==> config.mk <==
export PLATFORM = sky130hd
export DESIGN_NAME = hex_word_monitor_flat
export DESIGN_NICKNAME = d
export VERILOG_FILES = /design/src/rtl/hex_word_monitor_if.sv /design/src/rtl/hex_word_monitor.sv /design/src/flat_wrapper.sv
export SDC_FILE = /design/constraint.sdc
export NUM_CORES = 1
export LEC_CHECK = 0
export CAP_MARGIN = 20
export CORE_ASPECT_RATIO = 1.4
export CORE_MARGIN = 2
export CORE_UTILIZATION = 30
export DETAILED_ROUTE_END_ITERATION = 8
export PLACE_DENSITY = 0.52
export SLEW_MARGIN = 15
export SYNTH_ARGS = -nofsm -noshare
export SYNTH_HDL_FRONTEND = slang
export SYNTH_SLANG_ARGS = --single-unit
==> constraint.sdc <==
create_clock -name clk -period 4.4 [get_ports clk]
set_input_delay 0.66 -clock clk [delete_from_list [all_inputs] [get_ports clk]]
set_output_delay 0.66 -clock clk [all_outputs]
set_load 0.01 [all_outputs]
==> src/rtl/hex_word_monitor_if.sv <==
// Bus between a 4-digit 7-segment display source and the hex_word_monitor checker.
// Carries the sampled segment buses in one direction and decoded status the other way.
interface hex_word_monitor_if #(
    parameter int CNT_W = 16
);
    logic             sample_en;
    logic [0:6]       hex3;
    logic [0:6]       hex2;
    logic [0:6]       hex1;
    logic [0:6]       hex0;
    logic [1:0]       code3;
    logic [1:0]       code2;
    logic [1:0]       code1;
    logic [1:0]       code0;
    logic [1:0]       phase;
    logic             locked;
    logic             step;
    logic             err_pat;
    logic             err_seq;
    logic             stall;
    logic [CNT_W-1:0] rot_cnt;
    logic [CNT_W-1:0] err_cnt;

    // Display side: drives the segment buses, observes the checker status.
    modport master (
        output sample_en, hex3, hex2, hex1, hex0,
        input  code3, code2, code1, code0, phase, locked, step,
        input  err_pat, err_seq, stall, rot_cnt, err_cnt
    );

    // Checker side.
    modport slave (
        input  sample_en, hex3, hex2, hex1, hex0,
        output code3, code2, code1, code0, phase, locked, step,
        output err_pat, err_seq, stall, rot_cnt, err_cnt
    );
endinterface

==> src/rtl/hex_word_monitor.sv <==
// hex_word_monitor: decodes four active-low 7-segment buses back to 2-bit character
// codes ('d','E','1',blank), locks onto the rotating "dE1 " word and reports illegal
// glyphs, out-of-order rotation steps and stalls. Outputs lag the hex inputs by 2 clk.
module hex_word_monitor #(
    parameter int CNT_W   = 16,
    parameter int LOCK_N  = 2,
    parameter int STALL_N = 100
) (
    input  logic              clk,
    input  logic              aclr,
    hex_word_monitor_if.slave mon
);
    localparam int GOOD_W = $clog2(LOCK_N + 1);
    localparam int TMR_W  = $clog2(STALL_N + 1);

    typedef enum logic {HUNT, LOCKED} state_t;

    // {decodable, code}; bit order of seg matches the bus: index 0 = seg a.
    function automatic logic [2:0] decode_seg(input logic [0:6] seg);
        case (seg)
            7'b1000010: decode_seg = 3'b100;
            7'b0110000: decode_seg = 3'b101;
            7'b1001111: decode_seg = 3'b110;
            7'b1111111: decode_seg = 3'b111;
            default:    decode_seg = 3'b000;
        endcase
    endfunction

    function automatic logic [CNT_W-1:0] sat_inc(input logic [CNT_W-1:0] v);
        sat_inc = (&v) ? v : v + CNT_W'(1);
    endfunction

    // ---- stage 1: capture ----
    logic [0:6] hex3_p1, hex2_p1, hex1_p1, hex0_p1;
    logic       vld_p1;

    // Register the segment buses while sample_en is high; vld_p1 says stage 1 was refreshed.
    always_ff @(posedge clk or negedge aclr) begin
        if (!aclr) begin
            hex3_p1 <= 7'h7F;
            hex2_p1 <= 7'h7F;
            hex1_p1 <= 7'h7F;
            hex0_p1 <= 7'h7F;
            vld_p1  <= 1'b0;
        end else begin
            vld_p1 <= mon.sample_en;
            if (mon.sample_en) begin
                hex3_p1 <= mon.hex3;
                hex2_p1 <= mon.hex2;
                hex1_p1 <= mon.hex1;
                hex0_p1 <= mon.hex0;
            end
        end
    end

    logic [2:0]  d3, d2, d1, d0;
    logic [27:0] word_p1;
    logic [27:0] prev_word_p2;
    logic        evt, all_ok, rot_ok;

    assign d3      = decode_seg(hex3_p1);
    assign d2      = decode_seg(hex2_p1);
    assign d1      = decode_seg(hex1_p1);
    assign d0      = decode_seg(hex0_p1);
    assign word_p1 = {hex3_p1, hex2_p1, hex1_p1, hex0_p1};
    assign evt     = (word_p1 != prev_word_p2);
    assign all_ok  = d3[2] & d2[2] & d1[2] & d0[2];
    assign rot_ok  = (d2[1:0] == d3[1:0] + 2'd1) &&
                     (d1[1:0] == d3[1:0] + 2'd2) &&
                     (d0[1:0] == d3[1:0] + 2'd3);

    // ---- stage 2: evaluate ----
    state_t           state_p2;
    logic [GOOD_W-1:0] good_p2;
    logic [TMR_W-1:0]  tmr_p2;
    logic              ref_vld_p2;
    logic [1:0]        code3_p2, code2_p2, code1_p2, code0_p2, phase_p2;
    logic              step_p2, err_pat_p2, err_seq_p2, stall_p2;
    logic [CNT_W-1:0]  rot_cnt_p2, err_cnt_p2;
    logic              step_ok;

    // A rotation step only counts against a phase taken from an earlier legal word.
    assign step_ok = ref_vld_p2 && (d3[1:0] == phase_p2 + 2'd1);

    // Lock FSM, counters, stall timer and pulse outputs, all registered.
    always_ff @(posedge clk or negedge aclr) begin
        if (!aclr) begin
            state_p2     <= HUNT;
            good_p2      <= '0;
            tmr_p2       <= '0;
            ref_vld_p2   <= 1'b0;
            prev_word_p2 <= '1;
            code3_p2     <= 2'd0;
            code2_p2     <= 2'd0;
            code1_p2     <= 2'd0;
            code0_p2     <= 2'd0;
            phase_p2     <= 2'd0;
            step_p2      <= 1'b0;
            err_pat_p2   <= 1'b0;
            err_seq_p2   <= 1'b0;
            stall_p2     <= 1'b0;
            rot_cnt_p2   <= '0;
            err_cnt_p2   <= '0;
        end else begin
            step_p2    <= 1'b0;
            err_pat_p2 <= 1'b0;
            err_seq_p2 <= 1'b0;
            if (evt) begin
                prev_word_p2 <= word_p1;
                tmr_p2       <= '0;
                stall_p2     <= 1'b0;
                if (!all_ok || !rot_ok) begin
                    // Not a rotation word: pattern error wins over sequence error.
                    err_pat_p2 <= !all_ok;
                    err_seq_p2 <= all_ok;
                    err_cnt_p2 <= sat_inc(err_cnt_p2);
                    state_p2   <= HUNT;
                    good_p2    <= '0;
                    ref_vld_p2 <= 1'b0;
                end else begin
                    code3_p2   <= d3[1:0];
                    code2_p2   <= d2[1:0];
                    code1_p2   <= d1[1:0];
                    code0_p2   <= d0[1:0];
                    phase_p2   <= d3[1:0];
                    ref_vld_p2 <= 1'b1;
                    if (step_ok) begin
                        step_p2    <= 1'b1;
                        rot_cnt_p2 <= rot_cnt_p2 + CNT_W'(1);
                        if (state_p2 == HUNT) begin
                            good_p2 <= good_p2 + GOOD_W'(1);
                            if (good_p2 + GOOD_W'(1) == GOOD_W'(LOCK_N)) begin
                                state_p2 <= LOCKED;
                            end
                        end
                    end else begin
                        good_p2 <= '0;
                        if (state_p2 == LOCKED) begin
                            err_seq_p2 <= 1'b1;
                            err_cnt_p2 <= sat_inc(err_cnt_p2);
                            state_p2   <= HUNT;
                        end
                    end
                end
            end else if (state_p2 == LOCKED && vld_p1) begin
                // Quiet cycles only count while stage 1 is actually being refreshed.
                if (tmr_p2 != TMR_W'(STALL_N)) begin
                    tmr_p2 <= tmr_p2 + TMR_W'(1);
                end
                if (tmr_p2 == TMR_W'(STALL_N - 1)) begin
                    stall_p2 <= 1'b1;
                end
            end
        end
    end

    assign mon.code3   = code3_p2;
    assign mon.code2   = code2_p2;
    assign mon.code1   = code1_p2;
    assign mon.code0   = code0_p2;
    assign mon.phase   = phase_p2;
    assign mon.locked  = (state_p2 == LOCKED);
    assign mon.step    = step_p2;
    assign mon.err_pat = err_pat_p2;
    assign mon.err_seq = err_seq_p2;
    assign mon.stall   = stall_p2;
    assign mon.rot_cnt = rot_cnt_p2;
    assign mon.err_cnt = err_cnt_p2;
endmodule

==> src/flat_wrapper.sv <==
// flat-port wrapper written by rule: the top's interface ports become plain ports
module hex_word_monitor_flat 
#(
    parameter int CNT_W   = 16,
    parameter int LOCK_N  = 2,
    parameter int STALL_N = 100
)
  (clk, aclr, mon_sample_en, mon_hex3, mon_hex2, mon_hex1, mon_hex0, mon_code3, mon_code2, mon_code1, mon_code0, mon_phase, mon_locked, mon_step, mon_err_pat, mon_err_seq, mon_stall, mon_rot_cnt, mon_err_cnt);
  hex_word_monitor_if #(.CNT_W(CNT_W)) mon_i ();
  input  logic clk;
  input  logic aclr;
  input wire logic [$bits(mon_i.sample_en)-1:0] mon_sample_en;
  input wire logic [$bits(mon_i.hex3)-1:0] mon_hex3;
  input wire logic [$bits(mon_i.hex2)-1:0] mon_hex2;
  input wire logic [$bits(mon_i.hex1)-1:0] mon_hex1;
  input wire logic [$bits(mon_i.hex0)-1:0] mon_hex0;
  output wire logic [$bits(mon_i.code3)-1:0] mon_code3;
  output wire logic [$bits(mon_i.code2)-1:0] mon_code2;
  output wire logic [$bits(mon_i.code1)-1:0] mon_code1;
  output wire logic [$bits(mon_i.code0)-1:0] mon_code0;
  output wire logic [$bits(mon_i.phase)-1:0] mon_phase;
  output wire logic [$bits(mon_i.locked)-1:0] mon_locked;
  output wire logic [$bits(mon_i.step)-1:0] mon_step;
  output wire logic [$bits(mon_i.err_pat)-1:0] mon_err_pat;
  output wire logic [$bits(mon_i.err_seq)-1:0] mon_err_seq;
  output wire logic [$bits(mon_i.stall)-1:0] mon_stall;
  output wire logic [$bits(mon_i.rot_cnt)-1:0] mon_rot_cnt;
  output wire logic [$bits(mon_i.err_cnt)-1:0] mon_err_cnt;
  assign mon_i.sample_en = mon_sample_en;
  assign mon_i.hex3 = mon_hex3;
  assign mon_i.hex2 = mon_hex2;
  assign mon_i.hex1 = mon_hex1;
  assign mon_i.hex0 = mon_hex0;
  assign mon_code3 = mon_i.code3;
  assign mon_code2 = mon_i.code2;
  assign mon_code1 = mon_i.code1;
  assign mon_code0 = mon_i.code0;
  assign mon_phase = mon_i.phase;
  assign mon_locked = mon_i.locked;
  assign mon_step = mon_i.step;
  assign mon_err_pat = mon_i.err_pat;
  assign mon_err_seq = mon_i.err_seq;
  assign mon_stall = mon_i.stall;
  assign mon_rot_cnt = mon_i.rot_cnt;
  assign mon_err_cnt = mon_i.err_cnt;
  hex_word_monitor #(.CNT_W(CNT_W), .LOCK_N(LOCK_N), .STALL_N(STALL_N)) u_core (.clk(clk), .aclr(aclr), .mon(mon_i));
endmodule
==> results by group <==
Outcome
  – Status: finished clean

Critical path
  – WP data arrival: 3.37 ns
  – Max stage delay on crit path: 0.60 ns
  – Worst flop-to-flop path startpoint: u_core.hex0_p1[4]
  – Crit-path cells: xnor2_1 -> nand4_1 -> nor4_1 -> nand2_1 -> o41a_1 -> nand2_1 -> mux2_2
  – R2R Setup Slk: 1.26 ns
  – Most common cell on crit path: nand2_1
  – Setup CP Type: reg2reg
  – Worst setup SP type: flip-flop
  – Slowest cell on the critical path: dfstp_2
  – Worst EP required: 4.64 ns
  – Critical path peak fanout: 16
  – R2r endpoint: u_core.mon.err_cnt[1]
  – Setup crit end kind: flip-flop
  – R2R cell count: 7
  – CP bufs+invs: 0
  – Cell class contributing the biggest share of worst-path delay: simple AND/OR/NAND/NOR gates

Clocking
  – Clock sink count: 112
  – Post-CTS resize count: 0
  – Post-CTS setup buffer count: 0
  – Clock Pin Slew Worst Setup and Hold Paths: 0.07 ns
  – # hold bufs at CTS: 0
  – Root Buffer Master: clkbuf_16
  – H-tree levels: 3
  – Clk Latency, worst-skew pair: 0.35 ns
  – Clock buffer depth: 2
  – Total CTS buffers: 9
  – TritonCTS clock tree: done

Finish
  – Layout Nets: 543
  – Area of the multi-input gates: 0.00226 mm²
  – Share of post-route cells with drive strength above 1: 23.0%
  – Ant. Diodes: 0
  – Fill cells: 1765
  – Syn-to-layout area delta: 21.1%
  – Sequential Area: 0.00287 mm²
  – Fin util: 36.8%

Hold path
  – HP Class: in2async

Yosys
  – Ys flop type: dfstp_2
  – Synth area leader: dfstp_2
  – Async S/R FF share, synth: 100%
  – Ys Warns: 0
  – Syn_nets: 498
  – EDFF count, synth: 0
  – Mean Syn Cell Area: 11.7 µm²
  – Synth Register Bits: 112
  – Top-area cell type share of the netlist area: 27.2%
  – Mapped Cells: 462
  – Post-synthesis sequential area ratio: 53.2%
  – Synth Cell Area: 0.00540 mm²
  – Top cells by area, synth: dfstp_2, dfrtp_1, xnor2_1
  – Netlist cell types: 56

Routing
  – Antenna-violating nets left: 0
  – Vias per inst: 4.62
  – Initial DRC count: 94
  – Via count: 3475
  – Drt drc: 0
  – Total wire length: 11.3 mm
  – Per-cell routed wire length: 15.0 µm
  – Pre-Repair DR Iteration Count: 4

Timing
  – Max Clk Rate: 319 MHz
  – Fin crit period: 3.14 ns
  – Worst relative slew slack: 51.9%
  – RSZ-0062 raised after global routing: no
  – Endpoints failing hold: 0
  – Final setup vio count: 0
  – Measured slew at the worst slew-check pin: 0.704 ns
  – Final Max Slew Viols: 0
  – Fin Setup TNS: 0 ns
  – Fin Clk Skew: 0.00511 ns
  – Tcrit/Tclk final: 71.3%

Power
  – P_leak: 2.46 nW
  – Switching Power: 0.000549 W
  – Seq pwr share: 55.2%
  – Switching fraction of total power: 24.6%
  – Part of the power in the clock network: 33.4%
  – PwrDens: 341 mW/mm²
  – Gate power share: 11.4%
  – VDD IR max: 180 µV
  – Int Power: 0.00168 W

Global route
  – Vias in the first global route: 3639
  – GRT Total Usage: 12.4%
  – Antenna violations before repair: 0
  – First-pass GRT wire length: 18.8 mm
  – Largest net degree at the start of global routing: 79
  – Overflow after GRT: 0

Die
  – Ports: 78
  – Horizontal die dimension: 117 µm
  – Starting Density: 30.4%
  – Row count: 58
  – Die height: 163 µm
  – Core Box Area: 0.0178 mm²
  – Die Area: 0.0191 mm²

Place
  – Hpwl dp: 8.27 mm
  – Final GP Congestion: 0.811
  – Port bufs: 77

Run
  – Max capacitance violation total: 0
-- cell families (layout without fill, tap and decap cells) --
logic type | count (synthesis) | in the layout | synth area share (%)
xor gates and xnor gates | 71 | 71 | 11.5
adders and majority gates | 5 | 5 | 1.16
muxes | 42 | 42 | 8.66
AOI/OAI and AO/OA | 30 | 30 | 4.75
and+or+nand+nor | 145 | 145 | 15.8
DFF | 112 | 112 | 53.2
buffers and inverters | 57 | 107 | 4.98
-- synth_stat cells, drive strengths merged, types with 2 or more instances --
library cell,instances
nand4b,3
nor3,8
a22o,2
and3,12
and4bb,2
clkbuf,36
dfstp,56
a22oi,2
a21oi,7
nand2,22
and4,9
or2,2
dfrtp,56
xnor2,64
inv,11
or3,6
mux2,38
mux2i,4
nor2,21
nor4,4
buf,10
and2,5
ha,5
a2111oi,4
nand4,22
o22ai,4
nand3,25
xor2,7
-- layout make-up --
type	count	area share [%]
tap	240	4.59
multi-input combinational	293	34.5
sequential	112	43.9
timing repair buffer	80	12.4
clock inverter	3	0.287
clock buffer	13	3.67
inverter	11	0.631
-- worst max-delay path by stage --
stage | start | slack [ns] | depth (start not counted) | end
after global placement | u_core.hex0_p1[4] | 1.27 | 7 | u_core.mon.err_cnt[1]
final | u_core.hex0_p1[4] | 1.26 | 7 | u_core.mon.err_cnt[1]
after detailed placement | u_core.hex0_p1[4] | 1.27 | 7 | u_core.mon.err_cnt[1]
after floorplan | u_core.hex3_p1[3] | 1.92 | 8 | u_core.mon.code1[0]
after CTS | u_core.hex0_p1[4] | 1.25 | 7 | u_core.mon.err_cnt[1]
after global routing | u_core.hex0_p1[4] | 1.07 | 7 | u_core.mon.err_cnt[1]
-- layout by cell type (no fill, tap or decap), types with 7 or more instances in the layout --
cell type / netlist / routed
and4_1: 9 / 9
clkdlybuf4s50_1: 0 / 76
a21oi_1: 7 / 7
dfstp_2: 56 / 56
inv_1: 11 / 11
clkbuf_16: 0 / 9
xor2_1: 7 / 7
and3_1: 12 / 12
nor3_1: 7 / 7
nand3_1: 23 / 23
nor2_1: 21 / 21
xnor2_1: 64 / 64
nand2_1: 22 / 22
dfrtp_1: 56 / 56
nand4_1: 20 / 20
mux2_2: 32 / 32
-- flip-flops by register name, indices dropped and copies added (netlist names), 2 cells and up --
signal               flops
u_core.hex1_p1           7
u_core.mon.code2         2
u_core.tmr_p2            7
u_core.hex2_p1           7
u_core.mon.code0         2
u_core.hex0_p1           7
u_core.hex3_p1           7
u_core.mon.phase         2
u_core.mon.rot_cnt      16
u_core.mon.code1         2
u_core.prev_word_p2     28
u_core.mon.err_cnt      16
u_core.good_p2           2
-- layer usage --
metal  up-vias  share of wire (%)  GRT usage (%)
met5         -                  0              0
met4         0                2.3           6.30
met3        14                3.4           2.14
met2        70                 52           21.9
met1      1708                 42           14.4
li1       1683                  -              -
-- stage by stage --
stage	hold slack (ns)	cells	power, W	worst slack, ns	area (µm²)
floorplan	0.364	462	0.00139	1.92	5400
detailed placement	0.392	735	0.00151	1.27	6260
finish	0.230	752	0.00223	1.26	6540
global route	0.254	752	0.00235	1.07	6540
CTS	0.403	751	0.00228	1.25	6520
global placement	0.388	735	0.00150	1.27	6260
-- power groups by stage --
stage / logic [W] / registers, W / clock network (W)
after floorplan: 0.000160 / 0.00123 / 0
after global placement: 0.000254 / 0.00125 / 0
after detailed placement: 0.000257 / 0.00125 / 0
after CTS: 0.000258 / 0.00124 / 0.000782
after global routing: 0.000279 / 0.00125 / 0.000816
final: 0.000255 / 0.00123 / 0.000745
No activity file was read; power rests on OpenSTA's default activity.
